## src/rtl/gmii_rx_pkg.sv

```systemverilog
// rtl/gmii_rx_pkg.sv - shared types and constants for the GMII receive frame sequencer
package gmii_rx_pkg;

  typedef enum logic [2:0] {
    ST_IDLE,
    ST_PRE,
    ST_DATA,
    ST_FLUSH,
    ST_DONE,
    ST_DROP
  } rx_state_e;

  localparam logic [7:0]  PREAMBLE_BYTE = 8'h55;
  localparam logic [7:0]  SFD_BYTE      = 8'hD5;

  localparam logic [31:0] CRC_POLY      = 32'hEDB8_8320;
  localparam logic [31:0] CRC_INIT      = 32'hFFFF_FFFF;
  localparam logic [31:0] CRC_RESIDUE   = 32'hDEBB_20E3;

  localparam int STAT_ADDR_OK = 0;
  localparam int STAT_PRE_ERR = 1;
  localparam int STAT_LEN_ERR = 2;
  localparam int STAT_CRC_ERR = 3;

  // Frame counters stick at all-ones instead of wrapping.
  function automatic logic [15:0] sat_inc16(input logic [15:0] v);
    return (v == 16'hFFFF) ? v : v + 16'd1;
  endfunction

endpackage

```

## src/rtl/crc32_d8.sv

```systemverilog
// rtl/crc32_d8.sv - byte-wide reflected CRC-32 next-state, present only with RX_CRC_CHECK_EN
`ifdef RX_CRC_CHECK_EN
module crc32_d8
  import gmii_rx_pkg::*;
(
  input  logic [31:0] crc_in,
  input  logic [7:0]  data,
  output logic [31:0] crc_out
);

  // Eight LSB-first shift steps of the reflected polynomial, unrolled.
  always_comb begin
    crc_out = crc_in ^ {24'h0, data};
    for (int i = 0; i < 8; i++) begin
      crc_out = crc_out[0] ? ((crc_out >> 1) ^ CRC_POLY) : (crc_out >> 1);
    end
  end

endmodule
`endif

```

## src/rtl/gmii_rx_frame_ctrl.sv

```systemverilog
// rtl/gmii_rx_frame_ctrl.sv - GMII preamble/SFD hunt, frame delimiting, DA filter and status (optional CRC: RX_CRC_CHECK_EN)
module gmii_rx_frame_ctrl
  import gmii_rx_pkg::*;
#(
  parameter logic [47:0] LOCAL_MAC = 48'h00_0A_35_01_FE_C0,
  parameter int          MIN_LEN   = 64,
  parameter int          MAX_LEN   = 1518,
  parameter int          MAX_PRE   = 15
) (
  input  logic        clk,
  input  logic        rst_n,
  input  logic        gmii_rx_dv,
  input  logic [7:0]  gmii_rx_data,
  input  logic        promisc,
  output logic [7:0]  rx_data,
  output logic        rx_valid,
  output logic        rx_sop,
  output logic        rx_eop,
  output logic        frame_done,
  output logic [10:0] frame_len,
  output logic [3:0]  frame_stat,
  output logic [15:0] good_cnt,
  output logic [15:0] bad_cnt
);

  localparam logic [10:0] MIN_L   = 11'(MIN_LEN);
  localparam logic [10:0] MAX_L   = 11'(MAX_LEN);
  localparam logic [4:0]  PRE_LIM = 5'(MAX_PRE);

  rx_state_e   state;
  logic [4:0]  pre_cnt;
  logic [7:0]  hold_data;
  logic        hold_v;
  logic        first_q;
  logic [10:0] len_q;
  logic        match_local_q;
  logic        match_bc_q;
  logic [7:0]  mac_byte;
  logic        crc_err_w;
  logic        len_err_w;
  logic        addr_ok_w;
  logic [3:0]  stat_w;

  // Station address byte expected at the current DA position (DA[0] is the MSB octet).
  always_comb begin
    mac_byte = 8'h00;
    case (len_q[2:0])
      3'd0:    mac_byte = LOCAL_MAC[47:40];
      3'd1:    mac_byte = LOCAL_MAC[39:32];
      3'd2:    mac_byte = LOCAL_MAC[31:24];
      3'd3:    mac_byte = LOCAL_MAC[23:16];
      3'd4:    mac_byte = LOCAL_MAC[15:8];
      3'd5:    mac_byte = LOCAL_MAC[7:0];
      default: mac_byte = 8'h00;
    endcase
  end

`ifdef RX_CRC_CHECK_EN
  logic [31:0] crc_q;
  logic [31:0] crc_next;

  crc32_d8 u_crc (
    .crc_in  (crc_q),
    .data    (gmii_rx_data),
    .crc_out (crc_next)
  );

  // Running CRC over DA..FCS; seeded on SFD, advanced once per captured byte.
  always_ff @(posedge clk or negedge rst_n) begin
    if (!rst_n) begin
      crc_q <= CRC_INIT;
    end else if (state == ST_PRE && gmii_rx_dv && gmii_rx_data == SFD_BYTE) begin
      crc_q <= CRC_INIT;
    end else if (state == ST_DATA && gmii_rx_dv) begin
      crc_q <= crc_next;
    end
  end

  assign crc_err_w = (crc_q != CRC_RESIDUE);
`else
  assign crc_err_w = 1'b0;
`endif

  assign len_err_w = (len_q < MIN_L) || (len_q > MAX_L);
  assign addr_ok_w = promisc || ((len_q >= 11'd6) && (match_local_q || match_bc_q));

  // Assemble the per-frame status word from its named bit positions.
  always_comb begin
    stat_w               = 4'b0000;
    stat_w[STAT_CRC_ERR] = crc_err_w;
    stat_w[STAT_LEN_ERR] = len_err_w;
    stat_w[STAT_ADDR_OK] = addr_ok_w;
  end

  // Frame sequencer: state, one-byte hold stage, registered stream outputs, status and counters.
  always_ff @(posedge clk or negedge rst_n) begin
    if (!rst_n) begin
      state         <= ST_IDLE;
      pre_cnt       <= 5'd0;
      hold_data     <= 8'h00;
      hold_v        <= 1'b0;
      first_q       <= 1'b0;
      len_q         <= 11'd0;
      match_local_q <= 1'b0;
      match_bc_q    <= 1'b0;
      rx_data       <= 8'h00;
      rx_valid      <= 1'b0;
      rx_sop        <= 1'b0;
      rx_eop        <= 1'b0;
      frame_done    <= 1'b0;
      frame_len     <= 11'd0;
      frame_stat    <= 4'b0000;
      good_cnt      <= 16'd0;
      bad_cnt       <= 16'd0;
    end else begin
      rx_valid   <= 1'b0;
      rx_sop     <= 1'b0;
      rx_eop     <= 1'b0;
      frame_done <= 1'b0;
      case (state)
        ST_IDLE: begin
          if (gmii_rx_dv) begin
            if (gmii_rx_data == PREAMBLE_BYTE) begin
              state   <= ST_PRE;
              pre_cnt <= 5'd1;
            end else begin
              state <= ST_DROP;
            end
          end
        end
        ST_PRE: begin
          if (!gmii_rx_dv) begin
            // Carrier glitch inside the preamble: forget it, no status.
            state <= ST_IDLE;
          end else if (gmii_rx_data == PREAMBLE_BYTE) begin
            if (pre_cnt >= PRE_LIM) begin
              state <= ST_DROP;
            end else begin
              pre_cnt <= pre_cnt + 5'd1;
            end
          end else if (gmii_rx_data == SFD_BYTE) begin
            state         <= ST_DATA;
            hold_v        <= 1'b0;
            first_q       <= 1'b1;
            len_q         <= 11'd0;
            match_local_q <= 1'b1;
            match_bc_q    <= 1'b1;
          end else begin
            state <= ST_DROP;
          end
        end
        ST_DATA: begin
          if (hold_v) begin
            // The held byte leaves now; it is the last one if the carrier just dropped.
            rx_data  <= hold_data;
            rx_valid <= 1'b1;
            rx_sop   <= first_q;
            rx_eop   <= !gmii_rx_dv;
            first_q  <= 1'b0;
          end
          if (gmii_rx_dv) begin
            hold_data <= gmii_rx_data;
            hold_v    <= 1'b1;
            if (len_q != 11'h7FF) begin
              len_q <= len_q + 11'd1;
            end
            if (len_q < 11'd6) begin
              match_local_q <= match_local_q && (gmii_rx_data == mac_byte);
              match_bc_q    <= match_bc_q && (gmii_rx_data == 8'hFF);
            end
          end else begin
            hold_v <= 1'b0;
            state  <= ST_FLUSH;
          end
        end
        ST_FLUSH: begin
          frame_done <= 1'b1;
          frame_len  <= len_q;
          frame_stat <= stat_w;
          if (stat_w[STAT_CRC_ERR] || stat_w[STAT_LEN_ERR]) begin
            bad_cnt <= sat_inc16(bad_cnt);
          end else begin
            good_cnt <= sat_inc16(good_cnt);
          end
          state <= ST_DONE;
        end
        ST_DONE: begin
          if (gmii_rx_dv && gmii_rx_data == PREAMBLE_BYTE) begin
            state   <= ST_PRE;
            pre_cnt <= 5'd1;
          end else if (gmii_rx_dv) begin
            state <= ST_DROP;
          end else begin
            state <= ST_IDLE;
          end
        end
        ST_DROP: begin
          if (!gmii_rx_dv) begin
            // A rejected burst still gets exactly one status strobe and one bad count.
            frame_done             <= 1'b1;
            frame_len              <= 11'd0;
            frame_stat             <= 4'b0000;
            frame_stat[STAT_PRE_ERR] <= 1'b1;
            bad_cnt                <= sat_inc16(bad_cnt);
            state                  <= ST_DONE;
          end
        end
        default: state <= ST_IDLE;
      endcase
    end
  end

endmodule

```

## config.mk

```make
export PLATFORM = sky130hd
export DESIGN_NAME = gmii_rx_frame_ctrl
export DESIGN_NICKNAME = d
export VERILOG_FILES = /design/src/rtl/gmii_rx_pkg.sv /design/src/rtl/crc32_d8.sv /design/src/rtl/gmii_rx_frame_ctrl.sv
export SDC_FILE = /design/constraint.sdc
export NUM_CORES = 1
export LEC_CHECK = 0
export CAP_MARGIN = 20
export CORE_MARGIN = 4
export CORE_UTILIZATION = 25
export DETAILED_ROUTE_END_ITERATION = 16
export PLACE_DENSITY = 0.4
export SYNTH_ARGS = -nofsm -noshare
export SYNTH_HDL_FRONTEND = slang
export SYNTH_SLANG_ARGS = --single-unit
```

## constraint.sdc

```tcl
create_clock -name clk -period 4.43 [get_ports clk]
set_input_delay 0.443 -clock clk [delete_from_list [all_inputs] [get_ports clk]]
set_output_delay 0.443 -clock clk [all_outputs]
set_load 0.005 [all_outputs]
```

# Word-level counts from Yosys, hierarchy flattened
# Cells that the tools add are included.
word_totals:
  regBits: 90
  latch_bits: 0
  mem_bits_rw: 0
  rom_bits: 0
  output_inout_bits: 59
  word_cells: 141
  mem_count: 0
op_classes:
  add_sub_neg: 4
  multipliers: 0
  div: 0
  n_lt_le_gt_ge: 5
  n_eq_ne: 33
  shift: 0
  muxes: 57
  n_bitwise: 2
  reduce_logical: 23
ops:
  columns: ["operator", "n"]
  rows:
  - ["11-bit two-way mux", 6]
  - ["16-bit two-way mux", 3]
  - ["11-bit case mux with 2 select lines", 2]
  - ["8-bit case mux with 5 select lines", 1]
  - ["16-bit by 1-bit adder with 16-bit output (second input constant)", 2]
  - ["16-bit == test (second input constant)", 2]
  - ["16-bit case mux with 2 select lines", 1]
  - ["3-bit two-way mux", 10]
  - ["5-bit two-way mux", 6]
  - ["2-bit inequality test (second input constant)", 15]
  - ["1-bit two-way mux", 19]
  - ["3-bit case mux with 6 select lines", 1]
  - ["8-bit == test (second input constant)", 2]
  - ["5-bit case mux with 3 select lines", 1]
  - ["3-bit by 2-bit == test with 1-bit output (second input constant)", 4]
  - ["3-bit == test (second input constant)", 4]
  - ["6-bit AND reduction", 2]
  - ["11-bit by 1-bit adder with 11-bit output (second input constant)", 1]
  - ["11-bit by 3-bit greater-or-equal comparator with 1-bit output (second input constant)", 1]
  - ["11-bit > comparator (second input constant)", 1]
  - ["11-bit by 3-bit less-than comparator with 1-bit output (second input constant)", 1]
  - ["11-bit by 7-bit less-than comparator with 1-bit output (second input constant)", 1]
  - ["11-bit inequality test (second input constant)", 1]
  - ["1-bit case mux with 2 select lines", 5]
  - ["20 further kinds", 32]

# Logic depth before layout (Yosys ltp)
logic_depth:
  depth_word: 7
  ltp_mapped: 9

# Least setup slack after synthesis
# Ideal clock, no wire load.
synth_path:
  kind: "register to register"
  startpoint: "reg len_q[1]"
  endpoint: "reg bad_cnt[7]"
  setup_ns: 0.128
  t_arrival_ns: 1.828
  t_required_ns: 4.302
  setup_slack_ns: 2.474
  stages_incl_launch_ff: 8
  path_buffers: 1
  path_cell_list: "dfrtp_1 -> ha_1 -> a311o_1 -> o211a_1 -> o21ai_2 -> buf_6 -> nor3_2 -> xor2_1"
synth_between:
  elab_chain_cells: 4
  word_cells_on_any_way: 5
  classes_between: "order compare (2); eq/ne (1); reduce/logical (2)"
synth_rtl:
  columns: ["item", "line", "source"]
  rows:
  - ["start: declaration", "gmii_rx_frame_ctrl.sv:35", "logic [10:0] len_q;"]
  - ["start signal: assignment", "gmii_rx_frame_ctrl.sv:165", "len_q <= len_q + 11'd1;"]
  - ["11-bit by 7-bit less-than comparator with 1-bit output or 11-bit > comparator (tied branches)", "gmii_rx_frame_ctrl.sv:84", "assign len_err_w = (len_q < MIN_L) || (len_q > MAX_L);"]
  - ["1-bit logical OR (*)", "gmii_rx_frame_ctrl.sv:84", null]
  - ["2-bit inequality test (no line) (*)", null, null]
  - ["3-bit AND reduction (no line) (*)", null, null]
  - ["end signal: assignment", "gmii_rx_frame_ctrl.sv:181", "bad_cnt <= sat_inc16(bad_cnt);"]
  - ["end signal: assignment", "gmii_rx_frame_ctrl.sv:204", "bad_cnt <= sat_inc16(bad_cnt);"]
  - ["end: declaration", "gmii_rx_frame_ctrl.sv:23", "output logic [15:0] bad_cnt"]
# Every way passes the cells marked *; elsewhere a longest branch is shown, timed or not.
# A chain may end at the register's enable or synchronous reset.

# Worst setup path in the final report
layout_path:
  startpoint: "reg len_q[2]"
  endpoint: "reg good_cnt[1]"
layout_between:
  elab_chain_cells: 4
  word_cells_on_any_way: 5
  classes_between: "order compare (2); bitwise (1); reduce/logical (2)"
layout_rtl:
  columns: ["item", "line", "source"]
  rows:
  - ["11-bit by 7-bit less-than comparator with 1-bit output or 11-bit > comparator (tied branches)", "gmii_rx_frame_ctrl.sv:84", null]
  - ["1-bit logical OR (*)", "gmii_rx_frame_ctrl.sv:84", null]
  - ["1-bit inverter (no line) (*)", null, null]
  - ["3-bit AND reduction (no line) (*)", null, null]
  - ["end signal: assignment", "gmii_rx_frame_ctrl.sv:183", "good_cnt <= sat_inc16(good_cnt);"]
  - ["end: declaration", "gmii_rx_frame_ctrl.sv:22", "output logic [15:0] good_cnt,"]
# Marked as above.

==> flow_summary.toml <==
[route]
vias_per_cell = 4.68
first_pass_iters = 4
via_count = 3423
initialDrtViolationCount = 154
post_drt_wl_per_cell_um = 15.5
drc = 0
ant_nets = 0
wl_um = 11400

[placed_design]
gp_congestion = 0.747
dp.cells = 715
placed_cell_area_um2 = 5330
dpl.hpwl_um = 7940
post-place-ws_ps = 1720
place.port_buffers = 69

[timing]
max_freq_mhz = 380
worst_slew_pin_slew_ps = 912
slew_violations = 0
period_minus_slack_ps = 2630
setup_viol_count_final = 0
skew_ps = 6.87
hold_violations = 0
rsz0062_at_grt = "no"
fin_ws_ps = 1800
setup_tns_ps = 0
max-slew-margin-rel = 0.392
min_period_over_period = 0.594

[synthesis]
synth_edf_count = 0
synth_commonest_cells = "dfrtp_1 (89), nand2_1 (56), nor2_1 (29), nand3_1 (28), xnor2_1 (16)"
synthArstFlopShare = 1.00
syn_area_um2 = 4520
avgSynthCellArea_um2 = 10.3
yosysWarnings = 0
synth_area_leader_cell = "dfrtp_1"
yosys.cell_types.count = 60
ys_ff_latch = 89
synth_top_area_share = 0.493
synth-main-ff-cell = "dfrtp_1"
ys_seq_area_frac = 0.493
yosys-top-cells-area = "dfrtp_1 (49%), nand2_1 (4.6%), nand3_1 (3.1%), xnor2_1 (3.1%), ha_1 (3.0%)"
syn_inst = 440
yosysMostFrequentCell = "dfrtp_1"
synth_nets = 463

[global_routing]
antenna_found_initial = 0
track_usage = 0.117
grt_overflow = 0
grt_max_degree = 56
grt_pass1_vias = 3384
grt_pass1_wl_um = 18800

[final_layout]
area_growth_pct = 24.5
finalNonFillerCells = 731
fin_area_um2 = 5630
nNetsFinal = 524
drive_gt1_frac = 0.0949
diodes = 0

[pwr]
power.density_nw_per_um2 = 329
power_leakage_nw = 2.52
vdd_ir_drop_max_mv = 0.168
power.total_mw = 1.85

[setup_path]
cp-start-kind = "flip-flop"
path_max_fanout = 13
critical_path.endpoint_type = "flip-flop"
worstSetupPathType = "reg2reg"
path_cells = "ha_1 > a311o_1 > o211a_1 > nor2_1 > nand2_1 > mux2_2"
cp_data_required_time_ps = 4660
critPathSlowestCell = "nor2_1"
cp.arrival_ps = 2860
critPathMaxStageDelay_ps = 660

[clocking]
cts-root-buf = "clkbuf_16"
post-cts-setup-buffers = 0
clk_latency_ps = 350
cts.clk_slew.worst_paths_ps = 70
hold_buffers = 0
numCtsBuffers = 9
cts_tree = "yes"
numClockSinks = 89
cts_resized = 0
clk_path_buf_depth = 2
h-tree-depth = 3

[min_path]
hp-class = "in2async"

[floorplanning]
fp.coreArea_um2 = 17500
design.die.area_um2 = 20300
rows = 48
die_y_um = 142
start_util = 0.258
ioPinCount = 71
die_w_um = 142

[run]
max-cap-violations = 0

[status]
status = "finished clean"
==> critical path: cells and delay by family (launching register included) <==
kind | cells | cell delay (ps)
AOI/OAI and AO/OA | 2 | 540
adders and majority gates | 1 | 310
DFF | 1 | 490
muxes | 1 | 320
and+or+nand+nor | 2 | 850
==> layer usage <==
metal  track usage  routed length, um  vias to the layer above
li1              -                  -                     1680
met1         0.166               5540                     1649
met2         0.170               5020                       77
met3        0.0235                516                       17
met4        0.0550                278                        0
met5             0                  0                        -
==> layout make-up <==
type                       count  area (um^2)
clock buffer                  11          243
clock inverter                 5         55.1
fill                        1796        11900
inverter                      14         52.6
multi-input combinational    316         2070
sequential                    89         2230
tap                          225          282
timing repair buffer          71          703
==> worst paths after layout <==
path	endpoint	slack [ps]	cells past startpoint	start
worst max-delay path	good_cnt[1]$_DFFE_PN0P_	1800	6	len_q[2]$_DFFE_PN0P_
worst min-delay path	len_q[8]$_DFFE_PN0P_	160	1	rst_n
worst max register to register	good_cnt[1]$_DFFE_PN0P_	1800	6	len_q[2]$_DFFE_PN0P_
worst min register to register	hold_data[6]$_DFFE_PN0P_	470	2	hold_data[6]$_DFFE_PN0P_
max in group asynchronous	pre_cnt[4]$_DFFE_PN0P_	3310	2	rst_n
min in group clk	hold_data[6]$_DFFE_PN0P_	470	2	hold_data[6]$_DFFE_PN0P_
==> cell usage in the layout (no fill, tap or decap), types with 4 or more instances in the layout <==
master,instances
and3_1,14
inv_1,14
nor3_2,4
a21oi_1,14
or3_1,4
nor2b_1,5
nand2_1,56
dfrtp_1,89
nand3_1,28
mux2i_1,5
clkbuf_16,9
ha_1,11
nor4_1,8
clkdlybuf4s50_1,68
xnor2_1,16
nor3_1,6
nor2_1,29
xor2_1,14
o21ai_0,13
mux2_2,11
a22o_1,13
nand4_1,15
nand2b_1,5
==> report_power, final <==
part / switching, mW / internal, mW / leakage, nW
combinational: 0.0820 / 0.0884 / 1.19
clock: 0.338 / 0.451 / 0.142
sequential: 0.0446 / 0.846 / 1.19
total: 0.465 / 1.39 / 2.52
==> metrics by stage <==
stage               hold slack (ps)   util
global route                    234  0.321
finish                          156  0.321
CTS                             190  0.321
floorplan                       147      -
global placement                452  0.304
detailed placement              464  0.304
==> sequential cells by signal (all words and copies together) (netlist names) <==
name           flops
bad_cnt           16
first_q            1
frame_done         1
frame_len         11
frame_stat         3
good_cnt          16
hold_data          8
hold_v             1
len_q             11
match_bc_q         1
match_local_q      1
pre_cnt            5
rx_data            8
rx_eop             1
rx_sop             1
rx_valid           1
state              3
==> cells by family after synthesis <==
group | after synthesis | synth area share
other cells | 1 | 0.000829
fa+ha+maj | 11 | 0.0304
xor+xnor | 30 | 0.0581
flops | 89 | 0.493
buf+inv | 35 | 0.0498
mux | 16 | 0.0385
simple gates | 195 | 0.233
compound gates | 63 | 0.0966
Power figures use the tool's default switching activity.
